==> src/rtl/mem_arb_pkg.sv <==
// mem_arb_pkg
// Shared types and constants for the two-master memory arbiter.
//   state_t        : arbiter FSM states (IDLE, ISSUE, RESP)
//   M0, M1         : master index constants, as carried on grant
//   ERR_RDATA_DEF  : default read data returned by a timed-out transaction
package mem_arb_pkg;

  typedef enum logic [1:0] {
    IDLE  = 2'd0,
    ISSUE = 2'd1,
    RESP  = 2'd2
  } state_t;

  localparam logic M0 = 1'b0;
  localparam logic M1 = 1'b1;

  localparam logic [31:0] ERR_RDATA_DEF = 32'hDEAD_BEEF;

endpackage

==> src/rtl/mem_arb_rr_pick.sv <==
// mem_arb_rr_pick
// Combinational round-robin pick between two requesters.
// Ports:
//   valid[1:0]  in  : request lines, bit N = master N
//   last_grant  in  : master granted most recently
//   any         out : at least one request present
//   pick        out : index of the master to grant (0 when nothing requested)
module mem_arb_rr_pick
  import mem_arb_pkg::*;
(
  input  logic [1:0] valid,
  input  logic       last_grant,
  output logic       any,
  output logic       pick
);

  always_comb begin
    any  = |valid;
    pick = M0;
    if (valid[M0] && valid[M1]) begin
      // contention: the master that did not win last time goes first
      pick = ~last_grant;
    end else if (valid[M1]) begin
      pick = M1;
    end
  end

endmodule

==> src/rtl/mem_arbiter.sv <==
// mem_arbiter
// Two-master to one-slave arbiter on the native valid/ready memory bus.
// Round-robin, one outstanding transaction, all outputs registered.
// Optional feature macro: MEM_ARB_TIMEOUT_EN (slave timeout with forced
// error completion and sticky err flag; parameters used only then).
// Ports:
//   clk, resetn                       : clock, async active-low reset
//   m0_/m1_ valid,addr,wdata,wstrb    : master requests (wstrb 0 = read)
//   m0_/m1_ ready,rdata               : one-cycle completion pulse + read data
//   s_valid,s_addr,s_wdata,s_wstrb    : forwarded request to the slave
//   s_ready,s_rdata                   : slave completion + read data
//   grant                             : master owning current/last transaction
//   err                               : sticky timeout flag
//
// state | meaning
// IDLE  | no transaction; arbitrate among sampled requests
// ISSUE | request presented on s_*, waiting for s_ready
// RESP  | granted master's ready pulses for this one cycle
module mem_arbiter
  import mem_arb_pkg::*;
#(
  parameter int          TIMEOUT_CYCLES = 255,
  parameter logic [31:0] ERR_RDATA      = ERR_RDATA_DEF
)
(
  input  logic        clk,
  input  logic        resetn,
  input  logic        m0_valid,
  input  logic [31:0] m0_addr,
  input  logic [31:0] m0_wdata,
  input  logic [3:0]  m0_wstrb,
  output logic        m0_ready,
  output logic [31:0] m0_rdata,
  input  logic        m1_valid,
  input  logic [31:0] m1_addr,
  input  logic [31:0] m1_wdata,
  input  logic [3:0]  m1_wstrb,
  output logic        m1_ready,
  output logic [31:0] m1_rdata,
  output logic        s_valid,
  output logic [31:0] s_addr,
  output logic [31:0] s_wdata,
  output logic [3:0]  s_wstrb,
  input  logic        s_ready,
  input  logic [31:0] s_rdata,
  output logic        grant,
  output logic        err
);

  state_t     r_state;
  logic       r_last_grant;
  logic [1:0] w_valid;
  logic       w_any;
  logic       w_pick;

  assign w_valid = {m1_valid, m0_valid};

  mem_arb_rr_pick u_pick (
    .valid      (w_valid),
    .last_grant (r_last_grant),
    .any        (w_any),
    .pick       (w_pick)
  );

`ifdef MEM_ARB_TIMEOUT_EN
  // counter value during the last ISSUE cycle allowed before timeout
  localparam logic [15:0] LP_LIMIT = 16'(TIMEOUT_CYCLES - 1);
  logic [15:0] r_cnt;
  logic        w_timeout;
  assign w_timeout = (r_cnt == LP_LIMIT);
`else
  assign err = 1'b0;
`endif

  always_ff @(posedge clk or negedge resetn) begin
    if (!resetn) begin
      r_state      <= IDLE;
      r_last_grant <= M1;  // m0 wins the first tie
      grant        <= M0;
      s_valid      <= 1'b0;
      s_addr       <= '0;
      s_wdata      <= '0;
      s_wstrb      <= '0;
      m0_ready     <= 1'b0;
      m1_ready     <= 1'b0;
      m0_rdata     <= '0;
      m1_rdata     <= '0;
`ifdef MEM_ARB_TIMEOUT_EN
      r_cnt        <= '0;
      err          <= 1'b0;
`endif
    end else begin
      case (r_state)
        IDLE: begin
          if (w_any) begin
            grant        <= w_pick;
            r_last_grant <= w_pick;
            s_valid      <= 1'b1;
            if (w_pick == M1) begin
              s_addr  <= m1_addr;
              s_wdata <= m1_wdata;
              s_wstrb <= m1_wstrb;
            end else begin
              s_addr  <= m0_addr;
              s_wdata <= m0_wdata;
              s_wstrb <= m0_wstrb;
            end
`ifdef MEM_ARB_TIMEOUT_EN
            r_cnt <= '0;
`endif
            r_state <= ISSUE;
          end
        end

        ISSUE: begin
          // s_ready is checked first so it wins over a same-cycle timeout
          if (s_valid && s_ready) begin
            s_valid <= 1'b0;
            if (grant == M0) begin
              m0_rdata <= s_rdata;
              m0_ready <= 1'b1;
            end else begin
              m1_rdata <= s_rdata;
              m1_ready <= 1'b1;
            end
            r_state <= RESP;
          end
`ifdef MEM_ARB_TIMEOUT_EN
          else if (w_timeout) begin
            s_valid <= 1'b0;
            err     <= 1'b1;
            if (grant == M0) begin
              m0_rdata <= ERR_RDATA;
              m0_ready <= 1'b1;
            end else begin
              m1_rdata <= ERR_RDATA;
              m1_ready <= 1'b1;
            end
            r_state <= RESP;
          end else begin
            r_cnt <= r_cnt + 16'd1;
          end
`endif
        end

        RESP: begin
          m0_ready <= 1'b0;
          m1_ready <= 1'b0;
          r_state  <= IDLE;
        end

        default: r_state <= IDLE;
      endcase
    end
  end

endmodule

==> config.mk <==
export PLATFORM = sky130hd
export DESIGN_NAME = mem_arbiter
export DESIGN_NICKNAME = d
export VERILOG_FILES = /design/src/rtl/mem_arb_pkg.sv /design/src/rtl/mem_arb_rr_pick.sv /design/src/rtl/mem_arbiter.sv
export SDC_FILE = /design/constraint.sdc
export NUM_CORES = 1
export LEC_CHECK = 0
export BUFFER_PORTS_ARGS = -buffer_cell sky130_fd_sc_hd__buf_2
export CORE_AREA = 2 2 121 123
export DETAILED_ROUTE_END_ITERATION = 16
export DIE_AREA = 0 0 123 125
export GPL_TIMING_DRIVEN = 0
export PLACE_DENSITY = 0.72
export REMOVE_ABC_BUFFERS = 1
export SYNTH_ARGS = -nofsm -noshare
export SYNTH_HDL_FRONTEND = slang
export SYNTH_SLANG_ARGS = --single-unit
==> constraint.sdc <==
create_clock -name clk -period 2.4 [get_ports clk]
set_clock_uncertainty 0.2 [all_clocks]
set_input_delay 0.48 -clock clk [delete_from_list [all_inputs] [get_ports clk]]
set_output_delay 0.48 -clock clk [all_outputs]
set_load 0.1 [all_outputs]
# Yosys cells after proc, flatten, opt, wreduce, memory -nomap -nowiden
# Index checks and enable logic that the tools add are counted.
[word_totals]
rom_bits = 0
out_inout_bits = 137
n_memories = 0
latchBits = 0
ram_bits = 0
elab_cells = 49
ff_bits = 139
in_bits = 173
[op_classes]
addsub = 0
reduce_logical = 13
n_mux = 17
mul = 0
n_lt_le_gt_ge = 0
shift = 0
n_div = 0
eq_ne = 6
bitwise_logic = 2
[op_table]
columns = ["cell", "count"]
rows = [
  ["2-to-1 mux 32 bit", 2],
  ["AND reduction 3 bit", 5],
  ["2-to-1 mux 1 bit", 8],
  ["!= test 2 bit, second input constant", 3],
  ["case mux 1 bit (2 select lines)", 3],
  ["2-to-1 mux 2 bit", 2],
  ["2-to-1 mux 4 bit", 1],
  ["case mux 2 bit (2 select lines)", 1],
  ["AND reduction 2 bit", 2],
  ["nonzero test 2 bit", 2],
  ["== test 2 x 1 -> 1 bit, second input constant", 1],
  ["== test 2 bit, second input constant", 1],
  ["logical AND 1 bit", 2],
  ["zero test 2 bit", 1],
  ["!= test 2 x 1 -> 1 bit, second input constant", 1],
  ["inverter 1 bit", 2],
  ["OR reduction 2 bit", 1],
]

# Logic depth before layout (Yosys ltp)
# Gate-level depths: netlist of run 1.
[logic_depth]
depth_word = 3
ltp_mapped = 8
ltp_nobuf = 5

# By module
# A second synthesis of run 1 with hierarchy kept.
[unflattened]
hier_cells = 473
area_unflattened_um2 = 6038.3
[by_module_without_submodules]
columns = ["mod", "area_per_inst_um2", "cells_each", "instances"]
rows = [
  ["mem_arbiter", 6024.5, 471, 1],
  ["mem_arb_rr_pick", 13.8, 2, 1],
]

# Least setup slack after synthesis of run 1
# OpenSTA, ideal clock, no wires.
[synth_path]
path_kind = "register to register"
start = "register grant"
end = "register m0_rdata[0]"
required_ns = 2.074
n_path_buf = 1
stages_incl_launch_ff = 4
setup_time_ns = 0.126
setup_slack_ns = 0.206
arrival_ns = 1.868
cell_sequence = "dfrtp_1 nand4b_2 buf_2 mux2_2"
[synth_via]
elab_chain_len = 2
[synth_lines]
columns = ["element", "line", "text"]
rows = [
  ["start, declared", "mem_arbiter.sv:46", "output logic grant,"],
  ["start signal, assigned", "mem_arbiter.sv:96", "grant <= w_pick;"],
  ["inverter 1 bit (no source line)", "n/a", ""],
  ["AND reduction 3 bit (no source line)", "n/a", ""],
  ["end signal, assigned", "mem_arbiter.sv:120", "m0_rdata <= s_rdata;"],
  ["end, declared", "mem_arbiter.sv:33", "output logic [31:0] m0_rdata,"],
]
# Every way passes these cells.
# A chain may end at the register's enable or synchronous reset.

# Final worst setup path of run 1
[layout_path]
start = "register r_state[1]"
end = "register m0_rdata[18]"
[layout_via]
elab_chain_len = 2
[layout_lines]
columns = ["element", "line", "text"]
rows = [
  ["start, declared", "mem_arbiter.sv:50", "state_t r_state;"],
  ["start signal, assigned", "mem_arbiter.sv:77", "r_state <= IDLE;"],
  ["start signal, assigned", "mem_arbiter.sv:111", "r_state <= ISSUE;"],
  ["start signal, assigned", "mem_arbiter.sv:126", "r_state <= RESP;"],
  ["== test 2 x 1 -> 1 bit", "mem_arbiter.sv:93", "case (r_state)"],
  ["AND reduction 3 bit (no source line)", "n/a", ""],
]
# Every way passes these cells.

==> flow_summary.ini, run 1 <==
[floorplan]
initial_utilization_pct = 41.5
num_io_pins = 310
die_area_um2 = 15400
die_h_um = 125
coreArea_um2 = 14200
row_count = 44
die_w_um = 123

[sta]
setup-violations-final = 0
relSlewSlack_pct = 49.4
tightest_slew_ns = 0.759
hold_viol = 0
post-route-period-util_pct = 95.4
fmax_ghz = 0.437
drv_slew = 0
rsz0062_at_grt = no
period_needed_ns = 2.29

[global_route]
grt_max_degree = 99
grt_pass1_vias = 4745
grt_overflow = 0
grt_pass1_wl_mm = 23.2
grt_util_all_layers_pct = 19.7
grt_antenna_before_repair = 0

[synthesis]
yosysWarnings = 0
synth_area_um2 = 5890
synth_fa_ha_area_share_pct = 1.06
synth_cells = 471
synth-compound-area-share_pct = 6.88
yosysSeqAreaShare_pct = 59.1
synth_simple_gate_area_share_pct = 5.33
synth_xor_area_share_pct = 0
synth_top_family_by_area = multiplexers
synth_area_per_cell_um2 = 12.5
ys_ff_latch = 139
synthMuxAreaShare_pct = 24.4
yosysTopAreaCellShare_pct = 58.6
synth_area_leaders = dfrtp_1, mux2_2, mux2i_1
ys_types = 25
synth_top_area_cell = dfrtp_1

[min_path]
whs_path_depth = 2
hp-class = input port to flop
worstHoldStart = s_rdata[0]
whs_endpoint = m1_rdata[0]$_DFFE_PN0P_

[cells_and_area]
fill_cells = 1179
antenna_cells = 0
final_cell_area_um2 = 8250
layout.nets = 955
register_area_um2 = 3480
layout-drive-gt1-share_pct = 52.9
multi_input_comb_area_um2 = 2260
syn_to_final_growth_pct = 40.1

[critical_path]
crit_path_start = r_state[1]$_DFFE_PN0P_
worstSetupEndpointType = flop
cp.depth = 4
crit_buf_inv = 1
path_cells = inv_1 > ha_1 > nand4b_4 > mux2_2
crit_slowest_cell = nand4b_4
rr_startpoint = r_state[1]$_DFFE_PN0P_
critPathMaxFanout = 34
worstPathRequired_ns = 2.49
critPathMaxStageDelay_ns = 0.57
worst_setup_path_start_kind = flop
critical_path_class = flop to flop
crit_family = simple AND/OR/NAND/NOR gates
timing.rr.end = m0_rdata[18]$_DFFE_PN0P_
reg2reg_depth = 4
worstPathArrival_ns = 2.38
r2r_slack_ns = 0.11

[clocking]
cts_num_sinks = 139
post_cts_buffers = 0
cts_tree = built
cts_max_path_buffers = 2
clk_pin_slew_ns = 0.06
cts_root_buf = clkbuf_16
clkLatencyLatePin_ns = 0.41
htree_levels = 4
cts_buffers = 17

[placement]
place_congestion = 0.793
port_buffers = 308
postPlaceCellArea_um2 = 7680
post-dp-hpwl_mm = 11.7

[drt]
drt-initial-drc-count = 152
post_drt_wl_per_cell_um = 15.7
drc = 0
first_pass_iters = 6
wirelength_mm = 15.3
detail-route-antenna-nets = 0
dr_total_vias = 4670
detail_route.vias_per_cell = 4.79

[run]
cap_violations = 0

[outcome]
status = completed
[layout by cell type (no fill, tap or decap), drive strengths merged, types with 2 or more instances in the layout]
| master | n |
|---|---|
| dfrtp | 138 |
| o21ai | 72 |
| clkinv | 6 |
| clkinvlp | 4 |
| a21oi | 2 |
| mux2 | 66 |
| mux2i | 69 |
| inv | 7 |
| ha | 5 |
| nand2 | 74 |
| buf | 315 |
| clkbuf | 19 |
[repair_timing]
| action | CTS | global route |
|---|---|---|
| gates cloned | 0 | 1 |
| endpoints found under the setup margin | 33 | 3 |
| hold buffers | 1 | 0 |
| endpoints found under the hold margin | 41 | 0 |
| gates resized for setup | 1 | 1 |
[worst max path at each step]
stage | to | slack [ns]
after CTS | m0_rdata[18]$_DFFE_PN0P_ | 0.11
after floorplan | s_addr[0]$_DFFE_PN0P_ | -5.37
final | m0_rdata[18]$_DFFE_PN0P_ | 0.11
after global routing | m0_rdata[18]$_DFFE_PN0P_ | 0.008
after global placement | s_addr[13]$_DFFE_PN0P_ | -8.40
after detailed placement | m0_rdata[10]$_DFFE_PN0P_ | -0.35
[per-stage QoR]
step	cells	worst slack, ns	TNS, ns	utilization [%]	hold WS [ns]
6_report	974	0.111	0	58.1	0.113
5_1_grt	974	0.00812	0	58.1	0.0926
4_1_cts	973	0.114	0	58.0	0.0936
3_5_place_dp	940	-0.353	-11.88	54.1	0.217
3_3_place_gp	933	-8.40	-765.45	52.7	0.258
2_1_floorplan	441	-5.37	-398.18	-	-0.0156
[state kept, by name, indices dropped and copies added (netlist names)]
signal        flops
r_state           2
s_addr           32
m1_ready          1
m1_rdata         32
r_last_grant      1
s_wdata          32
m0_rdata         32
s_valid           1
m0_ready          1
s_wstrb           4
grant             1
[cell usage after synthesis]
cell type	number
mux2_2	66
buf_4	7
a21bo_1	1
nor2b_1	1
a21boi_0	1
clkbuf_1	10
dfstp_2	1
nand2_1	74
o311ai_0	1
buf_6	3
o21ai_0	62
ha_1	5
a22oi_1	1
nand3_1	1
nand4_1	1
dfrtp_1	138
o21ai_1	9
a21oi_1	2
inv_1	4
mux2i_1	69
buf_2	10
a31oi_1	1
nor2_1	1
nand4b_2	1
conb_1	1
[area by class of cell]
cell class | instances | share of cell area (%)
Clock inverter | 13 | 1.14
Clock buffer | 19 | 5.37
Tap cell | 184 | 2.79
Inverter | 4 | 0.182
Sequential cell | 139 | 42.2
Multi-Input combinational cell | 299 | 27.4
Timing Repair Buffer | 316 | 21.0
[cells by family (layout without fill, tap and decap cells)]
kind of cell,after synthesis,after routing
fa+ha+maj,5,5
simple gates,79,79
mux,135,135
other cells,1,1
flops,139,139
buf+inv,34,352
compound gates,78,79
[metal layers]
layer | part of all wire [%] | vias to the layer above | global-route usage [%]
li1 | - | 2249 | -
met1 | 40 | 2178 | 22.7
met2 | 50 | 220 | 34.5
met3 | 7.5 | 23 | 5.02
met4 | 2.5 | 0 | 8.42
met5 | 0 | - | 0
Power of run 1 is not shown: default switching activity piles up to over one toggle a cycle in this logic, so the estimate is an artifact.
==> run 2: changes to the inputs <==
--- a/config.mk
+++ b/config.mk
@@ -11,7 +11,6 @@
 export DIE_AREA = 0 0 123 125
 export GPL_TIMING_DRIVEN = 0
 export PLACE_DENSITY = 0.72
-export REMOVE_ABC_BUFFERS = 1
 export SYNTH_ARGS = -nofsm -noshare
 export SYNTH_HDL_FRONTEND = slang
 export SYNTH_SLANG_ARGS = --single-unit
==> constraint.sdc (replaced) <==
create_clock -name clk -period 2.4 [get_ports clk]
set_clock_uncertainty 0.2 [all_clocks]
set_input_delay 0.36 -clock clk [delete_from_list [all_inputs] [get_ports clk]]
set_output_delay 0.36 -clock clk [all_outputs]
set_load 0.1 [all_outputs]
==> flow_summary.ini, run 2 (same netlist as run 1, synthesis figures left out) <==
[outcome]
status = completed

[critical_path]
critPathMaxFanout = 10
critPathMostFrequentCell = o21ai_0
crit_family = buffers and inverters
worstPathArrival_ns = 2.22
crit_buf_inv = 3
worstPathRequired_ns = 2.52
worstSetupEndpointType = flop
critical_path_class = flop to flop
critPathMaxStageDelay_ns = 0.46
path_cells = inv_1 > ha_1 > o21ai_0 > buf_2 > clkbuf_1 > nand2_1 > o21ai_0
worst_setup_path_start_kind = flop
crit_slowest_cell = clkbuf_1

[global_route]
grt_util_all_layers_pct = 20.9
grt_antenna_before_repair = 1
grt_pass1_wl_mm = 24.7
grt_pass1_vias = 4918
grt_overflow = 0
grt_max_degree = 80

[sta]
hold_viol = 0
relSlewSlack_pct = 61.9
fmax_ghz = 0.475
setup-violations-final = 0
hold-worst-slack_ns = 0.0206
drv_slew = 0
rsz0062_at_grt = no
post-route-period-util_pct = 87.7
period_needed_ns = 2.11
tightest_slew_ns = 0.572

[placement]
post-dp-hpwl_mm = 11.9
port_buffers = 308
place_congestion = 0.803

[run]
cap_violations = 0

[drt]
first_pass_iters = 4
detail-route-antenna-nets = 0
wirelength_mm = 16.1
detail_route.vias_per_cell = 4.78
wl_met2_mm = 8.09
routed.top_layer = met5
wl_met1_mm = 6.47
dr_total_vias = 4897
drt-initial-drc-count = 170
wl_met3_mm = 1.25
post_drt_wl_per_cell_um = 15.7
drc = 0

[floorplan]
coreArea_um2 = 14200
initial_utilization_pct = 41.5
die_w_um = 123
die_h_um = 125
row_count = 44
num_io_pins = 310
die_area_um2 = 15400

[cells_and_area]
mostFrequentLayoutCell = buf_2
layout-drive-gt1-share_pct = 51.0
syn_to_final_growth_pct = 45.5
antenna_cells = 0
layout_common_cells = buf_2, dfrtp_1, nand2_1
layout.nets = 1006

[clocking]
clk_pin_slew_ns = 0.06
cts_max_path_buffers = 2
cts_num_sinks = 139
cts_root_buf = clkbuf_16
htree_levels = 4
post_cts_buffers = 0
cts_buffers = 17
clkLatencyLatePin_ns = 0.40
cts_tree = built

[min_path]
hp-class = input port to flop

[synthesis]
synth_nets = 649
-- run 2: worst paths after layout --
| check | start | slack, ns | end | cells after the start |
|---|---|---|---|---|
| min in group asynchronous | resetn | 0.31 | m1_rdata[23]$_DFFE_PN0P_ | 2 |
| max reg2reg | r_state[0]$_DFFE_PN0P_ | 0.29 | s_wdata[2]$_DFFE_PN0P_ | 7 |
| max | r_state[0]$_DFFE_PN0P_ | 0.29 | s_wdata[2]$_DFFE_PN0P_ | 7 |
| max in group asynchronous | resetn | 0.90 | s_addr[0]$_DFFE_PN0P_ | 3 |
| min reg2reg | s_wdata[25]$_DFFE_PN0P_ | 0.27 | s_wdata[25]$_DFFE_PN0P_ | 2 |
| min | s_rdata[30] | 0.02 | m1_rdata[30]$_DFFE_PN0P_ | 2 |
-- run 2: final cells by class --
type / count / area (µm²)
Fill cell: 1201 / 5640
Inverter: 4 / 15.0
Timing Repair Buffer: 338 / 1870
Clock buffer: 18 / 439
Clock inverter: 13 / 143
Multi-Input combinational cell: 298 / 2220
Sequential cell: 139 / 3480
Tap cell: 184 / 230
Buffer: 30 / 174
-- run 2: worst reg2reg max path, stage by stage, from the launching register on --
cell      delay [ns]
dfrtp_1         0.38
inv_1           0.09
ha_1            0.27
o21ai_0         0.12
buf_2           0.29
clkbuf_1        0.47
nand2_1         0.10
o21ai_0         0.09
-- run 2: layer usage --
layer	GRT usage, %	up-vias
met1	24.8	2313
met5	0	-
li1	-	2344
met2	36.3	214
met3	6.20	24
met4	6.42	2
-- run 2: what timing repair did --
action                                 in CTS  in global routing
hold buffers                               28                  1
resized for setup                           0                  0
endpoints found under the hold margin     110                  1
-- run 2: per-stage QoR --
| stage | area, µm² | TNS (ns) | worst slack, ns | util [%] | std cells |
|---|---|---|---|---|---|
| 3_5_place_dp | 7690 | 0 | 0.257 | 54.2 | 964 |
| 2_1_floorplan | 5890 | 0 | 0.206 | - | 471 |
| 3_3_place_gp | 7660 | -156.89 | -1.15 | 53.9 | 963 |
| 5_1_grt | 8570 | 0 | 0.0226 | 60.3 | 1024 |
| 4_1_cts | 8560 | 0 | 0.237 | 60.2 | 1023 |
| 6_report | 8570 | 0 | 0.295 | 60.3 | 1024 |
Power of run 2 is left out for the same reason.
